===== src/rtl/mps_axil_cmd_master_pkg.sv =====
// Shared constants for the AXI4-Lite command master: FSM state encoding,
// response error codes and the bus-response to error-code mapping.
package mps_axil_cmd_master_pkg;

   typedef enum logic [2:0] {
      ST_IDLE  = 3'd0,
      ST_WR_AD = 3'd1,
      ST_WR_B  = 3'd2,
      ST_RD_A  = 3'd3,
      ST_RD_R  = 3'd4,
      ST_DONE  = 3'd5
   } state_t;

   localparam logic [1:0] ERR_OKAY    = 2'd0;
   localparam logic [1:0] ERR_SLV     = 2'd1;
   localparam logic [1:0] ERR_TIMEOUT = 2'd2;

   // SLVERR (2'b10) and DECERR (2'b11) both report as a slave error.
   function automatic logic [1:0] resp_to_err(input logic [1:0] resp);
      return (resp inside {2'b10, 2'b11}) ? ERR_SLV : ERR_OKAY;
   endfunction

endpackage


===== src/rtl/mps_timeout_cnt.sv =====
// Per-transaction watchdog: cleared on command accept, counts while enabled,
// flags expiry on the cycle it holds TIMEOUT_CYC-1.
module mps_timeout_cnt #(
   parameter int TIMEOUT_CYC = 1024
) (
   input  logic i_clk,
   input  logic i_rst,
   input  logic i_clear,
   input  logic i_enable,
   output logic o_expire
);

   localparam int CW = (TIMEOUT_CYC > 2) ? $clog2(TIMEOUT_CYC) : 1;
   localparam logic [CW-1:0] LAST = CW'(TIMEOUT_CYC - 1);

   logic [CW-1:0] r_cnt;

   // Saturates at LAST so a handshake that beats expiry cannot wrap the count.
   always_ff @(posedge i_clk or negedge i_rst) begin
      if (!i_rst) begin
         r_cnt <= '0;
      end else if (i_clear) begin
         r_cnt <= '0;
      end else if (i_enable && (r_cnt != LAST)) begin
         r_cnt <= r_cnt + CW'(1);
      end
   end

   assign o_expire = i_enable && (r_cnt == LAST);

endmodule


===== src/rtl/mps_axil_cmd_master.sv =====
// Single-outstanding AXI4-Lite master: turns one read/write command into a bus
// transaction and reports completion, slave error or timeout.
module mps_axil_cmd_master
   import mps_axil_cmd_master_pkg::*;
#(
   parameter int DATA_WIDTH  = 32,
   parameter int ADDR_WIDTH  = 7,
   parameter int TIMEOUT_CYC = 1024
) (
   input  logic                    i_clk,
   input  logic                    i_rst,
   input  logic                    i_cmd_valid,
   output logic                    o_cmd_ready,
   input  logic                    i_cmd_wr,
   input  logic [ADDR_WIDTH-1:0]   i_cmd_addr,
   input  logic [DATA_WIDTH-1:0]   i_cmd_wdata,
   output logic                    o_rsp_valid,
   output logic [DATA_WIDTH-1:0]   o_rsp_rdata,
   output logic [1:0]              o_rsp_err,
   output logic [ADDR_WIDTH-1:0]   m_axi_awaddr,
   output logic [2:0]              m_axi_awprot,
   output logic                    m_axi_awvalid,
   input  logic                    m_axi_awready,
   output logic [DATA_WIDTH-1:0]   m_axi_wdata,
   output logic [DATA_WIDTH/8-1:0] m_axi_wstrb,
   output logic                    m_axi_wvalid,
   input  logic                    m_axi_wready,
   input  logic [1:0]              m_axi_bresp,
   input  logic                    m_axi_bvalid,
   output logic                    m_axi_bready,
   output logic [ADDR_WIDTH-1:0]   m_axi_araddr,
   output logic [2:0]              m_axi_arprot,
   output logic                    m_axi_arvalid,
   input  logic                    m_axi_arready,
   input  logic [DATA_WIDTH-1:0]   m_axi_rdata,
   input  logic [1:0]              m_axi_rresp,
   input  logic                    m_axi_rvalid,
   output logic                    m_axi_rready
);

   state_t                r_state;
   logic                  r_cmd_ready;
   logic                  r_awvalid;
   logic                  r_wvalid;
   logic                  r_bready;
   logic                  r_arvalid;
   logic                  r_rready;
   logic                  r_rsp_valid;
   logic [1:0]            r_rsp_err;
   logic [DATA_WIDTH-1:0] r_rsp_rdata;
   logic [DATA_WIDTH-1:0] r_wdata;
   logic [ADDR_WIDTH-1:0] r_addr;

   logic w_accept;
   logic w_busy;
   logic w_expire;
   logic w_aw_done;
   logic w_w_done;

   assign w_accept  = r_cmd_ready && i_cmd_valid;
   assign w_busy    = (r_state == ST_WR_AD) || (r_state == ST_WR_B) ||
                      (r_state == ST_RD_A)  || (r_state == ST_RD_R);
   assign w_aw_done = !r_awvalid || m_axi_awready;
   assign w_w_done  = !r_wvalid  || m_axi_wready;

   mps_timeout_cnt #(
      .TIMEOUT_CYC (TIMEOUT_CYC)
   ) u_timeout (
      .i_clk    (i_clk),
      .i_rst    (i_rst),
      .i_clear  (w_accept),
      .i_enable (w_busy),
      .o_expire (w_expire)
   );

   // Every branch checks its handshake before expiry, so a late handshake wins.
   always_ff @(posedge i_clk or negedge i_rst) begin
      if (!i_rst) begin
         r_state     <= ST_IDLE;
         r_cmd_ready <= 1'b0;
         r_awvalid   <= 1'b0;
         r_wvalid    <= 1'b0;
         r_bready    <= 1'b0;
         r_arvalid   <= 1'b0;
         r_rready    <= 1'b0;
         r_rsp_valid <= 1'b0;
         r_rsp_err   <= ERR_OKAY;
         r_rsp_rdata <= '0;
         r_wdata     <= '0;
         r_addr      <= '0;
      end else begin
         case (r_state)
            ST_IDLE: begin
               if (w_accept) begin
                  r_cmd_ready <= 1'b0;
                  r_addr      <= i_cmd_addr;
                  if (i_cmd_wr) begin
                     r_wdata   <= i_cmd_wdata;
                     r_awvalid <= 1'b1;
                     r_wvalid  <= 1'b1;
                     r_state   <= ST_WR_AD;
                  end else begin
                     r_arvalid <= 1'b1;
                     r_state   <= ST_RD_A;
                  end
               end else begin
                  r_cmd_ready <= 1'b1;
               end
            end
            ST_WR_AD: begin
               if (w_aw_done && w_w_done) begin
                  r_awvalid <= 1'b0;
                  r_wvalid  <= 1'b0;
                  r_bready  <= 1'b1;
                  r_state   <= ST_WR_B;
               end else if (w_expire) begin
                  r_awvalid   <= 1'b0;
                  r_wvalid    <= 1'b0;
                  r_rsp_err   <= ERR_TIMEOUT;
                  r_rsp_valid <= 1'b1;
                  r_state     <= ST_DONE;
               end else begin
                  if (m_axi_awready) r_awvalid <= 1'b0;
                  if (m_axi_wready)  r_wvalid  <= 1'b0;
               end
            end
            ST_WR_B: begin
               if (m_axi_bvalid || w_expire) begin
                  r_bready    <= 1'b0;
                  r_rsp_err   <= m_axi_bvalid ? resp_to_err(m_axi_bresp) : ERR_TIMEOUT;
                  r_rsp_valid <= 1'b1;
                  r_state     <= ST_DONE;
               end
            end
            ST_RD_A: begin
               if (m_axi_arready) begin
                  r_arvalid <= 1'b0;
                  r_rready  <= 1'b1;
                  r_state   <= ST_RD_R;
               end else if (w_expire) begin
                  r_arvalid   <= 1'b0;
                  r_rsp_err   <= ERR_TIMEOUT;
                  r_rsp_valid <= 1'b1;
                  r_state     <= ST_DONE;
               end
            end
            ST_RD_R: begin
               if (m_axi_rvalid) begin
                  r_rready    <= 1'b0;
                  r_rsp_rdata <= m_axi_rdata;
                  r_rsp_err   <= resp_to_err(m_axi_rresp);
                  r_rsp_valid <= 1'b1;
                  r_state     <= ST_DONE;
               end else if (w_expire) begin
                  r_rready    <= 1'b0;
                  r_rsp_err   <= ERR_TIMEOUT;
                  r_rsp_valid <= 1'b1;
                  r_state     <= ST_DONE;
               end
            end
            ST_DONE: begin
               r_rsp_valid <= 1'b0;
               r_cmd_ready <= 1'b1;
               r_state     <= ST_IDLE;
            end
            default: begin
               r_state <= ST_IDLE;
            end
         endcase
      end
   end

   assign o_cmd_ready   = r_cmd_ready;
   assign o_rsp_valid   = r_rsp_valid;
   assign o_rsp_rdata   = r_rsp_rdata;
   assign o_rsp_err     = r_rsp_err;
   assign m_axi_awaddr  = r_addr;
   assign m_axi_awprot  = 3'b000;
   assign m_axi_awvalid = r_awvalid;
   assign m_axi_wdata   = r_wdata;
   assign m_axi_wstrb   = '1;
   assign m_axi_wvalid  = r_wvalid;
   assign m_axi_bready  = r_bready;
   assign m_axi_araddr  = r_addr;
   assign m_axi_arprot  = 3'b000;
   assign m_axi_arvalid = r_arvalid;
   assign m_axi_rready  = r_rready;

endmodule


===== config.mk =====
export PLATFORM = sky130hd
export DESIGN_NAME = mps_axil_cmd_master
export DESIGN_NICKNAME = d
export VERILOG_FILES = /design/src/rtl/mps_axil_cmd_master_pkg.sv /design/src/rtl/mps_timeout_cnt.sv /design/src/rtl/mps_axil_cmd_master.sv
export SDC_FILE = /design/constraint.sdc
export NUM_CORES = 1
export LEC_CHECK = 0
export BUFFER_PORTS_ARGS = -buffer_cell sky130_fd_sc_hd__buf_2
export CORE_AREA = 2 2 73 144
export CTS_CLUSTER_SIZE = 25
export DETAILED_ROUTE_END_ITERATION = 10
export DIE_AREA = 0 0 75 146
export PLACE_DENSITY = 0.75
export SLEW_MARGIN = 20
export SYNTH_ARGS = -nofsm -noshare
export SYNTH_HDL_FRONTEND = slang
export SYNTH_SLANG_ARGS = --single-unit

===== constraint.sdc =====
create_clock -name i_clk -period 2.01 [get_ports i_clk]
set_input_delay 0.201 -clock i_clk [delete_from_list [all_inputs] [get_ports i_clk]]
set_output_delay 0.201 -clock i_clk [all_outputs]
set_load 0.01 [all_outputs]

==> reports/qor.txt <==
cells after synthesis - 326
register area - 2330 um2
Hold Vio Cnt, Final - 0
crit path capture type - flop
CP Launch Type - flop
CTS tree - yes
First-pass DRT Iterations - 4
antenna-violating nets left - 0
initial drt markers - 123
ant diodes - 0
largest net degree at the start of global routing - 45
global-route wire length before repair - 16000 um
HPWL after DPL - 7590 um
Total GRT Usage - 18.9%
share of cells above drive strength 1 - 55.0%
Switching Share - 34.8%
Leakage Power - 2.67 nW
Multi-input gate area - 1650 um2
Die H - 146 um
power share of the combinational group - 42.0%
dominant cells by area after synthesis - dfrtp_1 (56%), mux2_2 (19%), buf_4 (3.1%), nand2_1 (1.4%), nor2_1 (1.2%)
initial antenna violation count - 0
Worst Path Max Fanout - 5
Finish-stage setup viols - 0
Max Clock Skew - 7.54 ps
Mapped Area - 4140 um2
CTS root buffer - clkbuf_16
die width - 75 um
final core area utilization - 56.2%
Pwr per Cell Area - 1520 nW/um2
Clock Sinks - 93
Synth async-reset ratio - 100%
slowest stage delay, CP - 550 ps
cell family with most CP delay - simple AND/OR/NAND/NOR gates
setup slack at placement - 32.1 ps
clock share of power - 19.9%
max-cap violations - 0
Clock Pin Slew Worst Setup and Hold Paths - 70 ps
status - finished clean
Arr. time, crit path - 2170 ps
CP Cell Sequence - ha_4 > nand2_1 > or4_4 > or4b_1 > o211a_1
slowest CP cell - or4_4
area fraction of the dominant cell type after synthesis - 56.2%
Post-synth top flop - dfrtp_1
port buffer count - 168
Worst EP required - 2230 ps
synthesized area per cell - 12.7 um2
Post-synth EDFFs - 0
Max Freq - 514 MHz
RSZ-0062 raised after global routing - false
sequential power share - 38.1%
fin crit share - 96.8%
gpl congestion - 0.858
core area - 9760 um2
Placed Instance Area - 5170 um2
Ports - 181
fin crit period - 1950 ps
worst hold-check path type - input pin to flop
drt wl/cell - 15.6 um
yosys synthesis warning count - 0
row count - 51
final setup TNS - 0 ps
htree depth - 3
routed wire length - 9950 um
vias in the first global route - 3461
Filler Cells Inserted - 866
Via density - 5.13
NetSw - 0.00291 W
Final #Nets - 585
Starting Density - 42.4%
Post-Layout Inst Area - 5490 um2
die area - 11000 um2
total grt overflow - 0
internal power - 0.00545 W
Netlist cell types - 53
final worst slack - 63.3 ps
routed vias - 3266
Yosys reg bits - 93
register area share after synthesis - 56.2%
CP bufs+invs - 0
biggest area consumer among synthesized cells - dfrtp_1
Area Overhead vs Synth - 32.4%
total power - 0.00836 W
VDD IR max - 890 uV
Max clock buf depth - 2
CTS buffer count - 9
max-slew violations - 0
later-pin clock latency in the skew report - 340 ps
drt drc - 0
Setup Crit Path Kind - flop to flop
[layout by cell type, fill, tap and decap left out, types with 2 or more instances in the layout]
cell,netlist,routed
a21o_1,3,3
clkinvlp_4,0,2
a211o_1,2,2
buf_2,9,167
conb_1,2,10
o21ai_0,8,8
o22a_1,5,5
and3_1,4,4
clkbuf_1,4,2
xor2_1,2,2
a41o_1,2,2
mux2_2,71,71
a31oi_1,4,4
buf_4,17,17
o211ai_1,2,2
buf_12,0,3
a211oi_1,5,5
a21oi_1,9,9
nand2_1,15,15
clkbuf_16,0,9
nor3_1,3,3
nor2b_1,4,4
nor2_1,13,13
or3_1,7,7
dfrtp_1,93,93
nand3_1,5,5
inv_1,6,6
a2bb2oi_1,2,2
[power groups by stage]
stage	sequential (W)	clock, W	combinational (W)
after detailed placement	0.00321	0	0.00352
final	0.00318	0.00167	0.00351
after CTS	0.00318	0.00171	0.00354
after global placement	0.00315	0	0.00343
after global routing	0.00330	0.00179	0.00381
after floorplan	0.00355	0	0.00174
[sequential cells by signal (all words and copies together), names as in the netlist]
name             flops
m_axi_wdata         32
o_rsp_rdata         32
u_timeout.r_cnt     10
m_axi_araddr         7
r_state              3
o_rsp_err            2
m_axi_arvalid        1
m_axi_awvalid        1
m_axi_bready         1
m_axi_rready         1
m_axi_wvalid         1
o_cmd_ready          1
o_rsp_valid          1
[layer usage]
layer | vias up | wire length [um] | GRT usage, %
li1 | 1504 | - | -
met1 | 1602 | 3550 | 20.2
met3 | 31 | 550 | 4.71
met5 | - | 0 | 0
met2 | 129 | 5480 | 32.7
met4 | 0 | 378 | 10.0
[through the flow]
step	cells	hold slack, ps
after floorplan	334	-94.6
after global placement	620	149
after detailed placement	620	155
after CTS	637	83.5
after global routing	637	77.6
final	637	93.7
[worst reg2reg max path: cells and delay by family, from the launching register on]
family | cells | cell delay (ps)
AOI/OAI and AO/OA | 1 | 150
adders and majority gates | 1 | 180
DFF | 1 | 420
and+or+nand+nor | 3 | 1090
[cells in the mapped netlist (2+ instances only)]
cell type  number
a211o_1         2
a211oi_1        5
a21o_1          3
a21oi_1         9
a2bb2oi_1       2
a31oi_1         4
a41o_1          2
and3_1          4
buf_1           2
buf_2           9
buf_4          17
clkbuf_1        4
conb_1          2
dfrtp_1        93
inv_1           6
mux2_2         71
nand2_1        15
nand3_1         5
nor2_1         13
nor2b_1         4
nor3_1          3
o211ai_1        2
o21ai_0         8
o22a_1          5
or3_1           7
xor2_1          2
[area by class of cell]
| class | instances | share of cell area [%] |
|---|---|---|
| Multi-Input combinational cell | 202 | 30.0 |
| Clock inverter | 5 | 1.07 |
| Clock buffer | 11 | 4.24 |
| Timing Repair Buffer | 188 | 18.8 |
| Inverter | 6 | 0.410 |
| Sequential cell | 93 | 42.4 |
| Tap cell | 132 | 3.01 |
[final timing paths]
path,start,endpoint,slack (ps),depth (start not counted)
setup / recovery,u_timeout.r_cnt[1],u_timeout.r_cnt[8],60,5
hold / removal,i_cmd_wdata[6],m_axi_wdata[6],90,2
setup reg to reg,u_timeout.r_cnt[1],u_timeout.r_cnt[8],60,5
hold reg to reg,o_rsp_rdata[29],o_rsp_rdata[29],500,1
max in group asynchronous,i_rst,o_rsp_rdata[24],1060,3
min in group asynchronous,i_rst,m_axi_araddr[2],330,2
[repair_timing]
action | 4_1_cts | 5_1_grt
endpoints found under the hold margin | 27 | 0
setup buffers | 0 | 0
setup endpoints to repair | 0 | 3
hold buffers | 1 | 0
resized for setup | 0 | 3
[cells by family (layout without fill, tap and decap cells)]
group	count (synthesis)	after routing	share of synthesized area, %
buffers and inverters	39	210	5.53
other	2	10	0.181
DFF	93	93	56.2
xor gates and xnor gates	2	2	0.423
adders and majority gates	1	1	0.302
AOI/OAI and AO/OA	56	56	9.99
muxes	72	72	19.5
and+or+nand+nor	61	61	7.88
Note: power is estimated with default switching activity, not from simulation.
